## config.mk

```make
export PLATFORM = sky130hd
export DESIGN_NAME = e203_ifu_predec_q_flat
export DESIGN_NICKNAME = d
export VERILOG_FILES = /design/src/rtl/e203_ifu_pkg.sv /design/src/rtl/e203_ifu_predec_q_if.sv /design/src/rtl/e203_ifu_predec_core.sv /design/src/rtl/e203_ifu_predec_q.sv /design/src/flat_wrapper.sv
export SDC_FILE = /design/constraint.sdc
export NUM_CORES = 1
export LEC_CHECK = 0
export BUFFER_PORTS_ARGS = -buffer_cell sky130_fd_sc_hd__buf_2
export CORE_AREA = 2 2 236 122
export DETAILED_ROUTE_END_ITERATION = 8
export DIE_AREA = 0 0 238 124
export PLACE_DENSITY_LB_ADDON = 0.2
export SLEW_MARGIN = 5
export SYNTH_ARGS = -nofsm -noshare
export SYNTH_HDL_FRONTEND = slang
export SYNTH_SLANG_ARGS = --single-unit
export TNS_END_PERCENT = 10
```

## constraint.sdc

```tcl
create_clock -name clk -period 11.82 [get_ports clk]
set_clock_uncertainty 0.2 [all_clocks]
set_input_delay 0 -clock clk [delete_from_list [all_inputs] [get_ports clk]]
set_output_delay 0 -clock clk [all_outputs]
set_load 0.01 [all_outputs]
```

## src/rtl/e203_ifu_pkg.sv

```systemverilog
// Shared IFU pre-decode definitions: opcode constants, RVC funct3 codes,
// out_muldiv bit positions, the packed flag struct and the entry width helper.
// Optional FP decode fields exist only when E203_IFU_PREDEC_FPU_EN is defined.
package e203_ifu_pkg;

    // RV32 major opcodes
    localparam logic [6:0] OpcJal     = 7'b1101111;
    localparam logic [6:0] OpcJalr    = 7'b1100111;
    localparam logic [6:0] OpcBranch  = 7'b1100011;
    localparam logic [6:0] OpcOp      = 7'b0110011;
    localparam logic [6:0] OpcOpImm   = 7'b0010011;
    localparam logic [6:0] OpcLoad    = 7'b0000011;
    localparam logic [6:0] OpcStore   = 7'b0100011;
    // FP opcode set
    localparam logic [6:0] OpcLoadFp  = 7'b0000111;
    localparam logic [6:0] OpcStoreFp = 7'b0100111;
    localparam logic [6:0] OpcOpFp    = 7'b1010011;
    localparam logic [6:0] OpcFmadd   = 7'b1000011;
    localparam logic [6:0] OpcFmsub   = 7'b1000111;
    localparam logic [6:0] OpcFnmsub  = 7'b1001011;
    localparam logic [6:0] OpcFnmadd  = 7'b1001111;

    // RVC funct3 codes (quadrant 1 for jumps/branches, quadrant 2 for JR/JALR)
    localparam logic [2:0] RvcF3Jal   = 3'b001;
    localparam logic [2:0] RvcF3J     = 3'b101;
    localparam logic [2:0] RvcF3Beqz  = 3'b110;
    localparam logic [2:0] RvcF3Bnez  = 3'b111;
    localparam logic [2:0] RvcF3Jr    = 3'b100;

    // out_muldiv bit positions
    localparam int unsigned MdMulhsu = 0;
    localparam int unsigned MdMul    = 1;
    localparam int unsigned MdDiv    = 2;
    localparam int unsigned MdRem    = 3;
    localparam int unsigned MdDivu   = 4;
    localparam int unsigned MdRemu   = 5;

    typedef struct packed {
`ifdef E203_IFU_PREDEC_FPU_EN
        logic       fp_en;
        logic       frs3en;
        logic       frs2en;
        logic       frs1en;
`endif
        logic [5:0] muldiv;
        logic       prdt_taken;
        logic       rs2en;
        logic       rs1en;
        logic       bxx;
        logic       jalr;
        logic       jal;
        logic       bjp;
        logic       rv32;
    } predec_flags_t;

    localparam int unsigned FlagsW = $bits(predec_flags_t);

    // Entry layout, LSB first: flags, rs1idx, rs2idx, jalr_rs1idx, imm, pc, tgt
    function automatic int unsigned entry_w(input int unsigned pc_size, input int unsigned xlen,
                                            input int unsigned rfidx_w);
        return FlagsW + 3 * rfidx_w + xlen + 2 * pc_size;
    endfunction

    function automatic logic [5:0] muldiv_onehot(input logic [2:0] funct3);
        logic [5:0] md;
        md = '0;
        case (funct3)
            3'd0, 3'd1, 3'd3: md[MdMul] = 1'b1;
            3'd2:             md[MdMulhsu] = 1'b1;
            3'd4:             md[MdDiv] = 1'b1;
            3'd5:             md[MdDivu] = 1'b1;
            3'd6:             md[MdRem] = 1'b1;
            default:          md[MdRemu] = 1'b1;
        endcase
        return md;
    endfunction

endpackage

```

## src/rtl/e203_ifu_predec_q_if.sv

```systemverilog
// Handshake bundle of the pre-decode queue.
// slave: the queue (accepts in_*, drives out_*); master: fetch side + consumer.
// out_frs1en/out_frs2en/out_frs3en/out_fp_en exist only with E203_IFU_PREDEC_FPU_EN.
interface e203_ifu_predec_q_if #(
    parameter int unsigned PC_SIZE = 32,
    parameter int unsigned XLEN    = 32,
    parameter int unsigned RFIDX_W = 5
);
    logic               in_valid;
    logic               in_ready;
    logic [31:0]        in_instr;
    logic [PC_SIZE-1:0] in_pc;
    logic               out_valid;
    logic               out_ready;
    logic [PC_SIZE-1:0] out_pc;
    logic               out_rv32, out_bjp, out_jal, out_jalr, out_bxx;
    logic               out_rs1en, out_rs2en;
    logic [RFIDX_W-1:0] out_rs1idx, out_rs2idx, out_jalr_rs1idx;
    logic [XLEN-1:0]    out_bjp_imm;
    logic [5:0]         out_muldiv;
    logic               out_prdt_taken;
    logic [PC_SIZE-1:0] out_prdt_tgt;
`ifdef E203_IFU_PREDEC_FPU_EN
    logic               out_frs1en, out_frs2en, out_frs3en, out_fp_en;
`endif

    modport master (
        output in_valid, in_instr, in_pc, out_ready,
        input  in_ready, out_valid, out_pc, out_rv32, out_bjp, out_jal, out_jalr, out_bxx,
        input  out_rs1en, out_rs2en, out_rs1idx, out_rs2idx, out_jalr_rs1idx, out_bjp_imm,
        input  out_muldiv, out_prdt_taken, out_prdt_tgt
`ifdef E203_IFU_PREDEC_FPU_EN
        , input out_frs1en, out_frs2en, out_frs3en, out_fp_en
`endif
    );

    modport slave (
        input  in_valid, in_instr, in_pc, out_ready,
        output in_ready, out_valid, out_pc, out_rv32, out_bjp, out_jal, out_jalr, out_bxx,
        output out_rs1en, out_rs2en, out_rs1idx, out_rs2idx, out_jalr_rs1idx, out_bjp_imm,
        output out_muldiv, out_prdt_taken, out_prdt_tgt
`ifdef E203_IFU_PREDEC_FPU_EN
        , output out_frs1en, out_frs2en, out_frs3en, out_fp_en
`endif
    );
endinterface

```

## src/rtl/e203_ifu_predec_core.sv

```systemverilog
// Combinational mini-decode of one instruction (RV32 or RVC in bits [15:0]).
// Ports: instr in; flags (class, enables, muldiv, static prediction), bjp_imm,
// rs1idx, rs2idx, jalr_rs1idx out. FP decode only with E203_IFU_PREDEC_FPU_EN.
module e203_ifu_predec_core
    import e203_ifu_pkg::*;
#(
    parameter int unsigned XLEN    = 32,
    parameter int unsigned RFIDX_W = 5
) (
    input  logic [31:0]        instr,
    output predec_flags_t      flags,
    output logic [XLEN-1:0]    bjp_imm,
    output logic [RFIDX_W-1:0] rs1idx,
    output logic [RFIDX_W-1:0] rs2idx,
    output logic [RFIDX_W-1:0] jalr_rs1idx
);
    logic [XLEN-1:0] imm_j, imm_i, imm_b, imm_cj, imm_cb;

    assign imm_j  = {{(XLEN-20){instr[31]}}, instr[19:12], instr[20], instr[30:21], 1'b0};
    assign imm_i  = {{(XLEN-11){instr[31]}}, instr[30:20]};
    assign imm_b  = {{(XLEN-12){instr[31]}}, instr[7], instr[30:25], instr[11:8], 1'b0};
    assign imm_cj = {{(XLEN-11){instr[12]}}, instr[8], instr[10:9], instr[6], instr[7],
                     instr[2], instr[11], instr[5:3], 1'b0};
    assign imm_cb = {{(XLEN-8){instr[12]}}, instr[6:5], instr[2], instr[11:10], instr[4:3],
                     1'b0};

    always_comb begin
        flags       = '0;
        bjp_imm     = '0;
        rs1idx      = '0;
        rs2idx      = '0;
        jalr_rs1idx = '0;
        if (instr[1:0] == 2'b11) begin
            flags.rv32 = 1'b1;
            case (instr[6:0])
                OpcJal: begin
                    flags.jal = 1'b1;
                    bjp_imm   = imm_j;
                end
                OpcJalr: begin
                    flags.jalr  = 1'b1;
                    bjp_imm     = imm_i;
                    jalr_rs1idx = RFIDX_W'(instr[19:15]);
                end
                OpcBranch: begin
                    flags.bxx   = 1'b1;
                    flags.rs1en = 1'b1;
                    flags.rs2en = 1'b1;
                    bjp_imm     = imm_b;
                end
                OpcOp: begin
                    flags.rs1en = 1'b1;
                    flags.rs2en = 1'b1;
                    if (instr[31:25] == 7'b0000001) flags.muldiv = muldiv_onehot(instr[14:12]);
                end
                OpcOpImm, OpcLoad: flags.rs1en = 1'b1;
                OpcStore: begin
                    flags.rs1en = 1'b1;
                    flags.rs2en = 1'b1;
                end
`ifdef E203_IFU_PREDEC_FPU_EN
                OpcLoadFp: begin
                    flags.fp_en = 1'b1;
                    flags.rs1en = 1'b1;
                end
                OpcStoreFp: begin
                    flags.fp_en  = 1'b1;
                    flags.rs1en  = 1'b1;
                    flags.frs2en = 1'b1;
                end
                OpcOpFp: begin
                    flags.fp_en = 1'b1;
                    // FCVT.*.W[U] and FMV.W.X take their source from the integer file
                    if (instr[31:27] == 5'b11010 || instr[31:27] == 5'b11110) begin
                        flags.rs1en = 1'b1;
                    end else begin
                        flags.frs1en = 1'b1;
                    end
                    flags.frs2en = (instr[31:27] inside {5'b00000, 5'b00001, 5'b00010,
                                                         5'b00011, 5'b00100, 5'b00101,
                                                         5'b10100});
                end
                OpcFmadd, OpcFmsub, OpcFnmsub, OpcFnmadd: begin
                    flags.fp_en  = 1'b1;
                    flags.frs1en = 1'b1;
                    flags.frs2en = 1'b1;
                    flags.frs3en = 1'b1;
                end
`endif
                default: ;
            endcase
            if (flags.rs1en) rs1idx = RFIDX_W'(instr[19:15]);
            if (flags.rs2en) rs2idx = RFIDX_W'(instr[24:20]);
        end else if (instr[1:0] == 2'b01) begin
            if (instr[15:13] == RvcF3J || instr[15:13] == RvcF3Jal) begin
                flags.jal = 1'b1;
                bjp_imm   = imm_cj;
            end else if (instr[15:13] == RvcF3Beqz || instr[15:13] == RvcF3Bnez) begin
                flags.bxx   = 1'b1;
                flags.rs1en = 1'b1;
                rs1idx      = RFIDX_W'({2'b01, instr[9:7]});  // x8..x15
                bjp_imm     = imm_cb;
            end
        end else if (instr[1:0] == 2'b10) begin
            // C.JR / C.JALR: rs2 field zero, rs1 nonzero (rs1 = 0 is reserved / C.EBREAK)
            if (instr[15:13] == RvcF3Jr && instr[6:2] == 5'd0 && instr[11:7] != 5'd0) begin
                flags.jalr  = 1'b1;
                jalr_rs1idx = RFIDX_W'(instr[11:7]);
            end
        end
        flags.bjp        = flags.jal | flags.jalr | flags.bxx;
        // backward conditional branches predicted taken
        flags.prdt_taken = flags.jal | flags.jalr | (flags.bxx & bjp_imm[XLEN-1]);
    end
endmodule

```

## src/rtl/e203_ifu_predec_q.sv

```systemverilog
// Pre-decode FIFO between IFU fetch and IFU branch/issue logic.
// Ports: clk, rst (sync, active-high), flush, bus (slave modport: in_* handshake
// with instruction/PC, out_* handshake with registered decode of the head entry),
// count (occupancy). E203_IFU_PREDEC_FPU_EN adds FP operand flags per entry.
module e203_ifu_predec_q
    import e203_ifu_pkg::*;
#(
    parameter int unsigned DEPTH   = 2,
    parameter int unsigned PC_SIZE = 32,
    parameter int unsigned XLEN    = 32,
    parameter int unsigned RFIDX_W = 5
) (
    input  logic                   clk,
    input  logic                   rst,
    input  logic                   flush,
    e203_ifu_predec_q_if.slave     bus,
    output logic [$clog2(DEPTH):0] count
);
    localparam int unsigned PtrW   = (DEPTH > 1) ? $clog2(DEPTH) : 1;
    localparam int unsigned CntW   = $clog2(DEPTH) + 1;
    localparam int unsigned OffRs1 = FlagsW;
    localparam int unsigned OffRs2 = OffRs1 + RFIDX_W;
    localparam int unsigned OffJr  = OffRs2 + RFIDX_W;
    localparam int unsigned OffImm = OffJr + RFIDX_W;
    localparam int unsigned OffPc  = OffImm + XLEN;
    localparam int unsigned OffTgt = OffPc + PC_SIZE;
    localparam int unsigned EntryW = entry_w(PC_SIZE, XLEN, RFIDX_W);

    predec_flags_t      dec_flags;
    logic [XLEN-1:0]    dec_imm;
    logic [RFIDX_W-1:0] dec_rs1idx, dec_rs2idx, dec_jr_idx;
    logic [EntryW-1:0]  wr_entry, head;
    predec_flags_t      head_flags;

    logic [EntryW-1:0]  mem_q [DEPTH];
    logic [PtrW-1:0]    wptr_q, rptr_q;
    logic [CntW-1:0]    count_q;
    logic               push, pop;

    e203_ifu_predec_core #(
        .XLEN    (XLEN),
        .RFIDX_W (RFIDX_W)
    ) u_core (
        .instr       (bus.in_instr),
        .flags       (dec_flags),
        .bjp_imm     (dec_imm),
        .rs1idx      (dec_rs1idx),
        .rs2idx      (dec_rs2idx),
        .jalr_rs1idx (dec_jr_idx)
    );

    assign wr_entry = {bus.in_pc + PC_SIZE'(dec_imm), bus.in_pc, dec_imm,
                       dec_jr_idx, dec_rs2idx, dec_rs1idx, dec_flags};

    function automatic logic [PtrW-1:0] ptr_inc(input logic [PtrW-1:0] p);
        return (p == PtrW'(DEPTH - 1)) ? '0 : p + 1'b1;
    endfunction

    assign bus.in_ready  = (count_q != CntW'(DEPTH));
    assign bus.out_valid = (count_q != '0);
    assign push          = bus.in_valid && bus.in_ready && !flush;
    assign pop           = bus.out_valid && bus.out_ready;
    assign count         = count_q;

    always_ff @(posedge clk) begin
        if (rst) begin
            wptr_q  <= '0;
            rptr_q  <= '0;
            count_q <= '0;
            for (int unsigned i = 0; i < DEPTH; i++) mem_q[i] <= '0;
        end else if (flush) begin
            // the flush-cycle pop is already consumed downstream; push is dropped
            wptr_q  <= '0;
            rptr_q  <= '0;
            count_q <= '0;
        end else begin
            if (push) begin
                mem_q[wptr_q] <= wr_entry;
                wptr_q        <= ptr_inc(wptr_q);
            end
            if (pop) rptr_q <= ptr_inc(rptr_q);
            if (push && !pop) begin
                count_q <= count_q + 1'b1;
            end else if (!push && pop) begin
                count_q <= count_q - 1'b1;
            end
        end
    end

    assign head       = mem_q[rptr_q];
    assign head_flags = predec_flags_t'(head[FlagsW-1:0]);

    assign bus.out_rv32        = head_flags.rv32;
    assign bus.out_bjp         = head_flags.bjp;
    assign bus.out_jal         = head_flags.jal;
    assign bus.out_jalr        = head_flags.jalr;
    assign bus.out_bxx         = head_flags.bxx;
    assign bus.out_rs1en       = head_flags.rs1en;
    assign bus.out_rs2en       = head_flags.rs2en;
    assign bus.out_muldiv      = head_flags.muldiv;
    assign bus.out_prdt_taken  = head_flags.prdt_taken;
    assign bus.out_rs1idx      = head[OffRs1 +: RFIDX_W];
    assign bus.out_rs2idx      = head[OffRs2 +: RFIDX_W];
    assign bus.out_jalr_rs1idx = head[OffJr +: RFIDX_W];
    assign bus.out_bjp_imm     = head[OffImm +: XLEN];
    assign bus.out_pc          = head[OffPc +: PC_SIZE];
    assign bus.out_prdt_tgt    = head[OffTgt +: PC_SIZE];
`ifdef E203_IFU_PREDEC_FPU_EN
    assign bus.out_frs1en      = head_flags.frs1en;
    assign bus.out_frs2en      = head_flags.frs2en;
    assign bus.out_frs3en      = head_flags.frs3en;
    assign bus.out_fp_en       = head_flags.fp_en;
`endif
endmodule

```

## src/flat_wrapper.sv

```systemverilog
// flat-port wrapper written by rule: the top's interface ports become plain ports
module e203_ifu_predec_q_flat import e203_ifu_pkg::*;
#(
    parameter int unsigned DEPTH   = 2,
    parameter int unsigned PC_SIZE = 32,
    parameter int unsigned XLEN    = 32,
    parameter int unsigned RFIDX_W = 5
)
  (clk, rst, flush, count, bus_in_valid, bus_in_instr, bus_in_pc, bus_out_ready, bus_in_ready, bus_out_valid, bus_out_pc, bus_out_rv32, bus_out_bjp, bus_out_jal, bus_out_jalr, bus_out_bxx, bus_out_rs1en, bus_out_rs2en, bus_out_rs1idx, bus_out_rs2idx, bus_out_jalr_rs1idx, bus_out_bjp_imm, bus_out_muldiv, bus_out_prdt_taken, bus_out_prdt_tgt);
  e203_ifu_predec_q_if #(.PC_SIZE(PC_SIZE), .XLEN(XLEN), .RFIDX_W(RFIDX_W)) bus_i ();
  input  logic clk;
  input  logic rst;
  input  logic flush;
  output logic [$clog2(DEPTH):0] count;
  input wire logic [$bits(bus_i.in_valid)-1:0] bus_in_valid;
  input wire logic [$bits(bus_i.in_instr)-1:0] bus_in_instr;
  input wire logic [$bits(bus_i.in_pc)-1:0] bus_in_pc;
  input wire logic [$bits(bus_i.out_ready)-1:0] bus_out_ready;
  output wire logic [$bits(bus_i.in_ready)-1:0] bus_in_ready;
  output wire logic [$bits(bus_i.out_valid)-1:0] bus_out_valid;
  output wire logic [$bits(bus_i.out_pc)-1:0] bus_out_pc;
  output wire logic [$bits(bus_i.out_rv32)-1:0] bus_out_rv32;
  output wire logic [$bits(bus_i.out_bjp)-1:0] bus_out_bjp;
  output wire logic [$bits(bus_i.out_jal)-1:0] bus_out_jal;
  output wire logic [$bits(bus_i.out_jalr)-1:0] bus_out_jalr;
  output wire logic [$bits(bus_i.out_bxx)-1:0] bus_out_bxx;
  output wire logic [$bits(bus_i.out_rs1en)-1:0] bus_out_rs1en;
  output wire logic [$bits(bus_i.out_rs2en)-1:0] bus_out_rs2en;
  output wire logic [$bits(bus_i.out_rs1idx)-1:0] bus_out_rs1idx;
  output wire logic [$bits(bus_i.out_rs2idx)-1:0] bus_out_rs2idx;
  output wire logic [$bits(bus_i.out_jalr_rs1idx)-1:0] bus_out_jalr_rs1idx;
  output wire logic [$bits(bus_i.out_bjp_imm)-1:0] bus_out_bjp_imm;
  output wire logic [$bits(bus_i.out_muldiv)-1:0] bus_out_muldiv;
  output wire logic [$bits(bus_i.out_prdt_taken)-1:0] bus_out_prdt_taken;
  output wire logic [$bits(bus_i.out_prdt_tgt)-1:0] bus_out_prdt_tgt;
  assign bus_i.in_valid = bus_in_valid;
  assign bus_i.in_instr = bus_in_instr;
  assign bus_i.in_pc = bus_in_pc;
  assign bus_i.out_ready = bus_out_ready;
  assign bus_in_ready = bus_i.in_ready;
  assign bus_out_valid = bus_i.out_valid;
  assign bus_out_pc = bus_i.out_pc;
  assign bus_out_rv32 = bus_i.out_rv32;
  assign bus_out_bjp = bus_i.out_bjp;
  assign bus_out_jal = bus_i.out_jal;
  assign bus_out_jalr = bus_i.out_jalr;
  assign bus_out_bxx = bus_i.out_bxx;
  assign bus_out_rs1en = bus_i.out_rs1en;
  assign bus_out_rs2en = bus_i.out_rs2en;
  assign bus_out_rs1idx = bus_i.out_rs1idx;
  assign bus_out_rs2idx = bus_i.out_rs2idx;
  assign bus_out_jalr_rs1idx = bus_i.out_jalr_rs1idx;
  assign bus_out_bjp_imm = bus_i.out_bjp_imm;
  assign bus_out_muldiv = bus_i.out_muldiv;
  assign bus_out_prdt_taken = bus_i.out_prdt_taken;
  assign bus_out_prdt_tgt = bus_i.out_prdt_tgt;
  e203_ifu_predec_q #(.DEPTH(DEPTH), .PC_SIZE(PC_SIZE), .XLEN(XLEN), .RFIDX_W(RFIDX_W)) u_core (.clk(clk), .rst(rst), .flush(flush), .bus(bus_i), .count(count));
endmodule
```

==> results by stage, run 1 <==
Run status:
- The run finished with clean final reports.

Global route:
- In the global route stage, met1 resource usage came out at 0.400.
- Entering global routing, the biggest net connects 74 pins.
- For this run the aggregate overflow at the end of global routing stands at 0.
- The via count of the first global-routing pass is 8574.
- In the global route stage, met3 resource usage came out at 0.0408.
- The met2 track demand over resource in global routing is 0.321.
- The layer with the highest usage after global routing is met1.
- The number of antenna violations at the first check in global routing was 0.
- The first global-routing pass estimated 52900 um of wire.
- The global-route total usage across every layer is 0.239.

Synth:
- The count of flip-flops with a built-in enable after synthesis is 228.
- In the synthesized netlist the async set-or-reset flop fraction comes to 0.
- Yosys printed 0 warnings.
- The mapped netlist covers 12200 um^2.
- The netlist uses 61 different library cells.
- The average size of a mapped cell is 11.7 um^2.
- The sequential fraction of the synthesis area is 0.571.
- In this run, synthesis produced a sequential element count of 233.
- The cell count after synthesis came out at 1039.
- After synthesis, the cell types taking the most area are edfxtp_1 (56%), mux2_2 (11%), nor2_1 (5.5%).
- The number of nets in the synthesized netlist is 1141.
- The main flop type after synthesis is edfxtp_1.
- The area share of the largest cell type after synthesis is 0.562.
- Summed over all instances, the cell type with the most area after synthesis is edfxtp_1.

Die:
- The floorplan has 43 rows.
- The die width is 238 um.
- The total I/O pin count is 198.
- The floorplan step set the die height to 124 um.
- The area of the core is 27300 um^2.
- The die area is 29500 um^2.
- For this configuration, the core starts out at a cell density of 0.445.

Clock network:
- The total clock buffers created by CTS is 22.
- Clock-pin slew was measured on the worst setup and hold paths at 0.07 ns.
- The CTS root buffer is clkbuf_16.
- The post-cts gate resize count is 0.
- The clock passes through at most 3 buffers.
- CTS built an H-tree with a depth of 1.
- The later pin in the worst-skew pair is clocked with a latency of 0.51 ns.
- CTS saw 233 sinks.
- TritonCTS built the clock tree.

Setup path:
- The worst register-to-register path begins at u_core.count[0].
- The longest individual stage delay on the worst path is 0.81 ns.
- The critical path launch point is bus_in_instr[4].
- The type of the setup path with the least slack is input port to flop.
- Together, buffers and inverters on the worst path number 3.
- The sort of element at the end of the critical path is a flop.
- Among cell families on the critical path, the largest total delay comes from compound AO/OA/AOI/OAI gates.
- The largest fanout on the critical path is 8.
- STA puts the critical path data required time at 11.86 ns.
- Counting cells, the worst reg-to-reg path comes to 7.
- The data arrival time of the critical path is 4.60 ns.
- The most critical setup path has its endpoint at u_core.mem_q[1][124].
- The endpoint of the most critical register-to-register path is u_core.mem_q[0][20].
- For flop-to-flop paths, the worst setup slack is 8.34 ns.
- STA classifies the critical path startpoint as an input port.
- The cell with the largest stage delay on the worst path is o311ai_1.
- Walking the worst path, the cells encountered are dlygate4sd3_1 > buf_2 > nand3b_1 > o311ai_1 > dlygate4sd3_1 > a21oi_1 > nor2_1 > ha_1 > nand4_1 > nor3_1 > nand3_1 > a2111oi_0 > nor3_1 > xnor2_1 > nor2_1.
- Counting buffers and inverters, the worst setup path is 15 cells deep.

Power:
- The power per unit of standard cell area is 132 nW/um^2.
- The worst vdd rail ir drop is 0.0902 mV.
- The static leakage is 6.18 nW.

Detailed routing:
- In the final routed layout, each cell accounts on average for 21.5 um.
- In this run the remaining antenna-violating nets after routing total 0.
- The first detailed-routing pass took 7 iterations.
- For this run, design rule violations remaining after detail routing come to 0.
- Using the TritonRoute via totals, the vias-per-cell ratio works out to 5.56.
- The detailed router placed 9223 vias in this run.
- For this block, the routed nets add up to 35600 um of wire.
- The violation count after the first detailed-routing iteration is 872.

Cells and area:
- At the end of the flow, the number of nets in the layout was 1384.
- The synthesis-to-finish area growth is 22.5%.
- The filler cells instantiated in the layout total 2366.
- The share of cells above drive strength 1 is 0.287.
- The non-filler instance count after layout is 1659.

Timing:
- The number of max-slew violations in the final report was 0.
- Of the available clock period, the critical path in the final layout requires 0.386.
- Setup repair after global routing left no endpoint under its margin.
- The total of endpoints with negative setup slack in the final report is 0.
- The worst-margin pin slew is 1.09 ns.
- Derived from the worst setup path, the maximum achievable clock frequency is 0.219 GHz.
- The aggregate negative setup slack is 0 ns.
- The clock period minus final worst setup slack is 4.56 ns.
- The hold violation count in the final report is 0.
- In this run the tightest slew margin relative to its limit is 0.275.

Flow run:
- Across the run, the number of max-cap violations was 0.

Placement:
- Once placement completed, the tool counted placed cells totaling 1540.
- The HPWL after detailed placement is 24500 um.
- The count of buffers added on input and output ports is 197.
- Routability-driven placement finished with a final weighted congestion of 0.966.

Min path:
- The tightest min-delay check is of the input port to flop type.
## how the worst min path moves through the flow
stage	start	to	slack (ns)	cells past startpoint
after floorplan	bus_in_instr[20]	u_core.mem_q[0][19]	-0.002	1
after global placement	bus_in_pc[22]	u_core.mem_q[0][83]	0.12	2
after detailed placement	bus_in_instr[21]	u_core.mem_q[0][20]	0.12	2
after CTS	bus_in_pc[20]	u_core.mem_q[0][81]	0.11	3
after global routing	bus_in_pc[19]	u_core.mem_q[0][80]	0.12	3
final	bus_in_pc[20]	u_core.mem_q[0][81]	0.13	3
## worst register-to-register path, delay by kind of cell (launching register included)
family                 cells  cell delay, ns
AND/OR/NAND/NOR            5            1.75
buffers and inverters      2            0.94
flip-flops                 1            0.45
## logic make-up after synthesis
group | count (synthesis) | share of synthesized area
AND/OR/NAND/NOR | 388 | 0.154
flip-flops | 233 | 0.571
AO/OA/AOI/OAI | 150 | 0.0801
multiplexers | 116 | 0.107
buffers and inverters | 89 | 0.0322
adder cells (fa/ha/maj) | 33 | 0.0345
XOR/XNOR | 30 | 0.0216
## synthesized netlist by cell type (4+ instances only)
cell and n:
a21o_1 17, a21oi_1 55, a22oi_1 16, and2_1 48
and3_1 34, buf_2 7, buf_4 13, clkbuf_1 48
dfxtp_1 5, edfxtp_1 228, ha_1 32, inv_1 21
mux2_2 115, nand2_1 35, nand2b_1 12, nand3_1 15
nand4_1 13, nor2_1 180, nor2b_1 5, nor3_1 21
nor3b_1 4, o21a_1 4, o21ai_0 20, o21ai_1 4
o21bai_1 4, or3_1 5, xnor2_1 12, xor2_1 18
## through the flow
step	worst slack, ns	instance area (um^2)	total power [mW]	utilization	hold WS (ns)
after detailed placement	7.65	13400	1.25	0.491	0.119
after global placement	7.63	13400	1.25	0.491	0.116
after global routing	6.89	14900	2.04	0.546	0.124
after floorplan	1.71	12200	1.15	-	-0.00185
after CTS	7.41	14900	1.97	0.546	0.110
final	7.26	14900	1.96	0.546	0.133
## per-layer routing
layer | wire length, um | part of all wire | vias up
met5 | 0 | 0 | -
met4 | 441 | 0.012 | 0
met3 | 2610 | 0.073 | 40
met2 | 14100 | 0.40 | 376
met1 | 18500 | 0.52 | 4533
li1 | - | - | 4274
## registers in the layout, summed over array words and instances (netlist names), named ones only
name,cells
u_core.mem_q,228
u_core.count,2
u_core.rptr_q,1
u_core.wptr_q,1
## power breakdown
group          internal (mW)  leakage [nW]  switching [mW]  total, mW
registers              0.952          2.42          0.0137      0.965
logic                  0.112          3.41           0.173      0.284
clock network          0.391         0.342           0.322      0.714
total                   1.45          6.18           0.509       1.96
## cell usage in the layout, fill, tap and decap left out, drive strengths merged, types with 3 or more instances in the layout
cell type    count
o21ai           24
or2              4
nand3           15
nor3b            5
a2111oi          3
a22o             3
nand2b          12
ha              32
nand3b           3
nor2           180
nand2           35
a211oi           4
nor3            22
o21bai           4
a22oi           16
dlygate4sd3     78
a21o            17
o211ai           3
nor2b            5
xnor2           12
xor2            18
nand4           13
o21a             4
dfxtp            5
and3            34
clkinv           8
and2            48
clkinvlp         3
a21oi           55
buf            209
or3              5
mux2           115
inv             23
edfxtp         228
clkbuf          25
## what timing repair did
| action | 4_1_cts | 5_1_grt |
|---|---|---|
| hold buffers | 78 | 0 |
| setup buffers | 0 | 0 |
| hold endpoints to repair | 216 | 0 |
## final cells by class
class	count	area, um^2	share of cell area
diodes	1	2.50	0.000168
clock buffers	25	562	0.0377
clock inverters	15	149	0.00998
inverters	21	78.8	0.00528
multi-input cells	717	4870	0.326
flip-flops and latches	233	6950	0.466
well taps	360	450	0.0302
repair buffers	287	1860	0.124
No activity file was read; power rests on OpenSTA's default activity.
==> inputs of run 2 (changes only) <==
clock period = 4.63 ns   (was 11.82 ns; I/O delays follow)
==> results by stage, run 2 (synthesized netlist as in run 1, its figures left out) <==
Detailed routing:
- The wire length per cell after detailed routing was 21.5 um (about the same).
- The highest metal layer with signal wires is met4 (unchanged).
- The remaining number of nets flagged by the antenna check after routing came to 0 (unchanged).
- The total length of routed met2 wires is 14000 um (was 14100 um).
- The total detailed-routing wirelength came to 35900 um (was 35600 um).
- The number of detailed-route iterations in the first pass is 5 (was 7).
- The total via count after detailed routing was 9298 (was 9223).
- The number of remaining DRC errors is 0 (unchanged).
- The routed metal-1 wire length is 18500 um (about the same).
- The vias per cell is 5.59 (was 5.56).
- The violation count after the first detailed-routing iteration came to 1003 (was 872).
- The routed length on met3 was 2800 um (was 2610 um).

Die:
- The overall die height came to 124 um (unchanged).
- The standard-cell row count came to 43 (unchanged).
- The die width is 238 um (unchanged).
- The total I/O pin count is 198 (unchanged).
- The area of the core came to 27300 um^2 (unchanged).
- The die area came to 29500 um^2 (unchanged).
- The effective utilization at floorplan is 0.445 (unchanged).

Cells and area:
- The sequential cell area in the final layout is 6950 um^2 (unchanged).
- The leading cell type in the layout, fill and taps excluded was edfxtp_1 (unchanged).
- The combined area of the multi-input logic cells is 4870 um^2 (about the same).
- The flip-flop count of the largest register after layout is 228 (unchanged).
- Highest-count cells in the layout ignoring fill and taps: edfxtp_1 (228), buf_2 (197), nor2_1 (179), mux2_2 (115), dlygate4sd3_1 (78) (unchanged).
- The final-layout fill cell count is 2382 (was 2366).
- The largest register by flop count is u_core.mem_q (unchanged).
- The total number of nets in the final design is 1390 (was 1384).
- The summed area of non-filler cells in the final layout is 15000 um^2 (was 14900 um^2).
- The synthesis-to-finish area growth came to 22.8% (was 22.5%).
- The share of cells above drive strength 1 was 0.285 (was 0.287).

Global route:
- The global-route total usage across every layer came to 0.240 (was 0.239).
- The via count of the first global-routing pass is 8635 (was 8574).
- The maximum number of pins on one net before global-route repair came to 70 (was 74).
- The wire length of the first global-routing pass is 53200 um (was 52900 um).
- The overflow left after global routing is 0 (unchanged).
- The number of antenna violations at the first check in global routing was 1 (was 0).

Run status:
- Result of the run: completed (unchanged).

Timing:
- Based on the critical path, the design can be clocked at up to 0.226 GHz.
- The worst-margin pin slew is 1.10 ns (was 1.09 ns).
- The hold violation count in the final report came to 0 (unchanged).
- The total of endpoints with negative setup slack in the final report is 0 (unchanged).
- The clock period minus final worst setup slack is 4.43 ns.
- The worst-case setup margin in the final layout is 0.203 ns (was 7.26 ns).
- The max-slew headroom at the worst pin came to 0.264 (was 0.275).
- The number of max-slew violations in the final report is 0 (unchanged).
- The share of the clock period used by the worst path is 0.956.
- Unrepaired setup endpoints after global routing: no (unchanged).

Clock network:
- The TritonCTS clock tree is yes (unchanged).
- The clock transition at the registers of the reported paths is 0.07 ns (about the same).
- The number of levels in the clock H-tree was 1 (unchanged).
- The total clock buffers created by CTS is 23 (was 22).
- The clock net sink count is 233 (unchanged).
- The clock insertion delay at the later pin of the skew report is 0.51 ns (about the same).
- The maximum clock insertion buffer count is 3 (unchanged).
- The CTS root buffer is clkbuf_16 (unchanged).

Placement:
- The HPWL after detailed placement is 24700 um (was 24500 um).
- The number of port buffers is 197 (unchanged).
- The cell area after placement is 13500 um^2 (was 13400 um^2).
- The pre-CTS setup slack is 0.509 ns (was 7.65 ns).
- The final weighted congestion of routability-driven global placement is 0.999 (was 0.966).

Setup path:
- The largest fanout on the critical path was 8 (unchanged).
- The data arrival time of the critical path is 4.46 ns (was 4.60 ns).
- The type of the setup path with the least slack was input port to flop (unchanged).
- The sort of element at the end of the critical path is a flop (unchanged).
- The startpoint kind of the worst setup timing path was an input port (unchanged).
- The data required time of the critical path was 4.66 ns (was 11.86 ns).

Power:
- The fraction of power consumed by the clock network is 0.356 (was 0.364).
- The worst vdd rail ir drop is 0.206 mV (was 0.0902 mV).
- The portion of total power attributed to combinational logic is 0.147 (was 0.145).
- The net switching component of the power came to 1.28 mW (was 0.509 mW).
- The power per unit of standard cell area is 332 nW/um^2 (was 132 nW/um^2).
- The switching part of the total is 0.258 (was 0.259).
- The static leakage was 6.18 nW (about the same).
- The sequential cell fraction of total power was 0.496 (was 0.492).
- The cell-internal power is 3.69 mW (was 1.45 mW).

Min path:
- The worst hold-check path type was input port to flop (unchanged).

Flow run:
- The reported max-cap violation count is 0 (unchanged).
[run 2: cell type report]
| class | count | share of cell area |
|---|---|---|
| Antenna cell | 1 | 0.000167 |
| Timing Repair Buffer | 292 | 0.128 |
| Inverter | 21 | 0.00527 |
| Tap cell | 360 | 0.0301 |
| Multi-Input combinational cell | 717 | 0.326 |
| Clock inverter | 13 | 0.00602 |
| Sequential cell | 233 | 0.465 |
| Clock buffer | 27 | 0.0395 |
[run 2: critical path: stages]
cell and delay [ns]:
dlygate4sd3_1 0.54, buf_2 0.17, nand3b_1 0.23, o311ai_1 0.11, dlygate4sd3_1 0.57, buf_4 0.16, a21oi_1 0.32, nor2_1 0.09
ha_1 0.46, nand4_1 0.27, nor3_1 0.25, nand3_1 0.22, a2111oi_1 0.63, nor3_1 0.13, xnor2_1 0.24, nor2_1 0.06
[run 2: layer usage]
layer / GRT usage / vias to the layer above
li1: - / 4288
met1: 0.400 / 4538
met2: 0.320 / 417
met3: 0.0395 / 55
met4: 0.0434 / 0
met5: 0 / -
[run 2: repair_timing]
action                     4_1_cts  5_1_grt
setup endpoints to repair        0        2
setup buffers                    0        0
hold buffers                    78        0
gates resized for setup          0        1
hold endpoints to repair       283        0
[run 2: path summary, 6_finish.rpt]
path / start / to / slack [ns] / depth (start not counted)
max: bus_in_instr[4] / u_core.mem_q[1][124] / 0.20 / 16
min: bus_in_pc[14] / u_core.mem_q[0][75] / 0.14 / 3
max reg2reg: u_core.count[0] / u_core.mem_q[1][10] / 1.61 / 8
min reg2reg: u_core.rptr_q / u_core.rptr_q / 0.32 / 2
[run 2: stage by stage]
stage | setup TNS (ns) | cells | util | hold WS, ns | power [mW]
6_report | 0 | 1664 | 0.547 | 0.143 | 4.97
5_1_grt | 0 | 1664 | 0.547 | 0.130 | 5.16
4_1_cts | 0 | 1663 | 0.547 | 0.114 | 5.00
3_5_place_dp | 0 | 1545 | 0.494 | 0.129 | 3.19
3_3_place_gp | 0 | 1545 | 0.494 | 0.125 | 3.18
2_1_floorplan | -2.87 | 1039 | - | -0.00185 | 2.92
[run 2: power by group through the flow]
stage / combinational, mW / clock [mW] / sequential, mW
after floorplan: 0.416 / 0 / 2.50
after global placement: 0.678 / 0 / 2.51
after detailed placement: 0.675 / 0 / 2.51
after CTS: 0.727 / 1.81 / 2.47
after global routing: 0.792 / 1.89 / 2.48
final: 0.732 / 1.77 / 2.47
==> inputs of run 3 (changes only) <==
CORE_AREA = 2 2 250 129   (was 2 2 236 122)
DIE_AREA = 0 0 252 131   (was 0 0 238 124)
SYNTH_HIERARCHICAL = 1   (was unset)
==> results by stage, run 3 <==
Run status:
- Result of the run: completed (unchanged).

Synth:
- The distinct cell type count after synthesis came to 71 (was 61).
- The area of the mapped netlist came to 13700 um^2 (was 12200 um^2).
- The post-synthesis xor/xnor area fraction is 0.0134 (was 0.0216).
- Synth area leaders: edfxtp_1 (55%), mux2_2 (10%), and2_1 (8.8%) (was edfxtp_1 (56%), mux2_2 (11%), nor2_1 (5.5%)).
- The count of flip-flops with a built-in enable after synthesis was 250 (was 228).
- The area share of and/or/nand/nor cells after synthesis is 0.178 (was 0.154).
- The average size of a mapped cell is 12.1 um^2 (was 11.7 um^2).
- The area fraction in compound gates after synthesis is 0.0845 (was 0.0801).
- Most used standard cells in the synthesized netlist: edfxtp_1 (250), and2_1 (193), mux2_2 (126) (was edfxtp_1 (228), nor2_1 (180), mux2_2 (115)).
- The cell accounting for the most synthesized area was edfxtp_1 (unchanged).
- The synthesized flop and latch total is 255 (was 233).
- The multiplexer share of the synthesized area is 0.109 (was 0.107).
- The fraction of the mapped netlist area in adder cells came to 0.0307 (was 0.0345).
- The sequential fraction of the synthesis area came to 0.555 (was 0.571).
- The cell with the most instances after synthesis is edfxtp_1 (unchanged).
- The cell count after synthesis came to 1130 (was 1039).
- The dominant combinational cell family by area after synthesis is simple AND/OR/NAND/NOR gates (unchanged).
- The area share of the largest cell type after synthesis is 0.548 (was 0.562).
- The async set or reset register ratio after synthesis is 0 (unchanged).
- The main flop type after synthesis is edfxtp_1 (unchanged).
- The number of nets in the synthesized netlist was 1232 (was 1141).
- The count of warnings emitted by yosys is 6 (was 0).

Setup path:
- The worst flop-to-flop path startpoint is u_core/count[0] (was u_core.count[0]).
- The endpoint of the most critical register-to-register path is u_core/mem_q[1][94] (was u_core.mem_q[1][10]).
- The critical path launch point is bus_in_instr[14] (was bus_in_instr[4]).
- The longest individual stage delay on the worst path was 0.76 ns (was 0.63 ns).
- The data required time of the critical path is 4.69 ns (was 4.66 ns).
- The setup slack of the most critical reg-to-reg path is 1.91 ns (was 1.61 ns).
- The cell with the largest stage delay on the worst path is a22o_1 (was a2111oi_1).
- The data arrival time of the critical path came to 4.14 ns (was 4.46 ns).
- The largest fanout on the critical path is 13 (was 8).
- The sort of element at the end of the critical path is a flop (unchanged).
- The length in cells of the worst reg-to-reg path came to 5 (was 8).
- The type of the setup path with the least slack is input port to flop (unchanged).
- The startpoint kind of the worst setup timing path is an input port (unchanged).
- Worst path cell trace: dlygate4sd3_1 > buf_2 > nand2b_1 > a21oi_4 > a22o_1 > ha_1 > nand4_1 > nor4_1 > nand3_1 > a31oi_1 > o31a_1 > nor3_1 (was dlygate4sd3_1 > buf_2 > nand3b_1 > o311ai_1 > dlygate4sd3_1 > buf_4 > a21oi_1 > nor2_1 > ha_1 > nand4_1 > nor3_1 > nand3_1 > a2111oi_1 > nor3_1 > xnor2_1 > nor2_1).

Global route:
- The overflow left after global routing is 0 (unchanged).
- The global-route total usage across every layer was 0.227 (was 0.240).
- The wire length of the first global-routing pass is 56600 um (was 53200 um).
- The number of antenna violations at the first check in global routing came to 0 (was 1).
- The via count of the first global-routing pass came to 9153 (was 8635).
- The maximum number of pins on one net before global-route repair is 102 (was 70).

Clock network:
- The maximum clock insertion buffer count came to 3 (unchanged).
- The TritonCTS clock tree is yes (unchanged).
- The number of setup buffers added after CTS was 0 (unchanged).
- The clock transition at the registers of the reported paths came to 0.06 ns (was 0.07 ns).
- The total clock buffers created by CTS was 25 (was 23).
- The number of levels in the clock H-tree was 1 (unchanged).
- The clock insertion delay at the later pin of the skew report was 0.53 ns (was 0.51 ns).
- The clock net sink count was 255 (was 233).
- The CTS root buffer was clkbuf_16 (unchanged).

Detailed routing:
- The number of detailed-route iterations in the first pass is 6 (was 5).
- The remaining number of nets flagged by the antenna check after routing is 0 (unchanged).
- The violation count after the first detailed-routing iteration is 864 (was 1003).
- The vias per cell is 5.49 (was 5.59).
- The number of remaining DRC errors came to 0 (unchanged).
- The wire length per cell after detailed routing is 21.2 um (was 21.5 um).
- The total detailed-routing wirelength is 38100 um (was 35900 um).
- The total via count after detailed routing came to 9865 (was 9298).

Die:
- The area of the core is 31000 um^2 (was 27300 um^2).
- The total I/O pin count was 198 (unchanged).
- The die area is 33000 um^2 (was 29500 um^2).
- The die width is 252 um (was 238 um).
- The standard-cell row count is 46 (was 43).
- The effective utilization at floorplan is 0.443 (was 0.445).
- The overall die height is 131 um (was 124 um).

Timing:
- Unrepaired setup endpoints after global routing: no (unchanged).
- The total of endpoints with negative setup slack in the final report is 0 (unchanged).
- The worst-margin pin slew came to 0.945 ns (was 1.10 ns).
- The hold violation count in the final report was 0 (unchanged).
- The final hold slack was 0.118 ns (was 0.143 ns).
- The clock period minus final worst setup slack was 4.08 ns (was 4.43 ns).
- The maximum achievable frequency came to 0.245 GHz (was 0.226 GHz).
- The worst-case setup margin in the final layout came to 0.551 ns (was 0.203 ns).
- The max-slew headroom at the worst pin is 0.370 (was 0.264).
- The number of max-slew violations in the final report is 0 (unchanged).
- The share of the clock period used by the worst path is 0.881 (was 0.956).
- The aggregate negative setup slack was 0 ns (unchanged).

Cells and area:
- The flip-flop count of the largest register after layout came to 250 (was 228).
- The share of cells above drive strength 1 is 0.291 (was 0.285).
- The largest register by flop count is u_core/mem_q (was u_core.mem_q).
- The summed area of non-filler cells in the final layout is 16700 um^2 (was 15000 um^2).
- The antenna diode count is 0 (was 1).
- The non-filler instance count after layout is 1798 (was 1664).
- Highest-count cells in the layout ignoring fill and taps: edfxtp_1 (250), buf_2 (197), and2_1 (193), mux2_2 (126), dlygate4sd3_1 (76) (was edfxtp_1 (228), buf_2 (197), nor2_1 (179), mux2_2 (115), dlygate4sd3_1 (78)).
- The total number of nets in the final design was 1474 (was 1390).
- The final cell utilization of the core is 0.539 (was 0.547).
- The leading cell type in the layout, fill and taps excluded is edfxtp_1 (unchanged).
- The synthesis-to-finish area growth is 21.8% (was 22.8%).

Power:
- The worst vdd rail ir drop was 0.239 mV (was 0.206 mV).
- The power per unit of standard cell area is 330 nW/um^2 (was 332 nW/um^2).
- The post-layout total power is 5.51 mW (was 4.97 mW).
- The static leakage is 6.87 nW (was 6.18 nW).

Min path:
- The worst hold-check path type is input port to flop (unchanged).
- The endpoint of the worst hold-timing path is u_core/mem_q[1][11] (was u_core.mem_q[0][75]).
- The launch point of the worst hold path is bus_in_instr[31] (was bus_in_pc[14]).
- The number of instances on the worst hold path is 5 (was 3).

Placement:
- The final weighted congestion of routability-driven global placement is 0.918 (was 0.999).
- The total instance count after detailed placement came to 1677 (was 1545).
- The cell area after placement was 15100 um^2 (was 13500 um^2).
- The number of port buffers is 197 (unchanged).
- The HPWL after detailed placement is 25900 um (was 24700 um).
- The pre-CTS setup slack is 0.653 ns (was 0.509 ns).

Flow run:
- The reported max-cap violation count is 0 (unchanged).
==> run 3: changes by cell type after synthesis, moves of 12 or more <==
cell,before,now
a22oi_1,16,4
and3_1,34,5
and2_1,48,193
nand2_1,35,54
a21oi_1,55,36
edfxtp_1,228,250
nor2_1,180,63
==> run 3: area by class of cell <==
cell class	count	area, um^2
Clock buffer	27	633
Clock inverter	18	195
Fill cell	2671	14300
Inverter	14	52.6
Multi-Input combinational cell	785	5740
Sequential cell	255	7610
Tap cell	408	510
Timing Repair Buffer	291	1960
==> run 3: logic make-up after synthesis <==
kind of cell / after synthesis
compound gates: 162
flops: 255
xor+xnor: 21
fa+ha+maj: 33
simple gates: 435
buf+inv: 90
mux: 134
==> run 3: repair_timing <==
action,CTS,global route
endpoints found under the hold margin,195,0
gates resized for setup,0,0
hold buffers,76,0
==> run 3: routing by layer <==
| layer | global-route usage | vias to the layer above | part of all wire |
|---|---|---|---|
| met3 | 0.0396 | 39 | 0.066 |
| met2 | 0.309 | 352 | 0.41 |
| met5 | 0 | - | 0 |
| li1 | - | 4632 | - |
| met4 | 0.0393 | 0 | 0.013 |
| met1 | 0.372 | 4842 | 0.51 |
==> run 3: power by group <==
part           switching (mW)  internal (mW)
Combinational           0.431          0.292
Clock                   0.890           1.21
Sequential             0.0327           2.66
Total                    1.35           4.16
==> run 3: worst max-delay path, delay by kind of cell <==
kind                     cells  cell delay (ns)
AO/OA/AOI/OAI                4             1.62
adder cells (fa/ha/maj)      1             0.51
AND/OR/NAND/NOR              5             1.30
buffers and inverters        2             0.69
==> run 3: how the worst max path moves through the flow <==
stage / to / slack, ns / cells past startpoint
final: u_core/mem_q[0][122] / 0.55 / 12
after global routing: u_core/mem_q[0][124] / 0.28 / 12
after CTS: u_core/mem_q[0][119] / 0.67 / 13
after detailed placement: u_core/mem_q[0][119] / 0.65 / 12
after global placement: u_core/mem_q[0][121] / 0.74 / 12
after floorplan: u_core/mem_q[0][0] / 0.0004 / 3
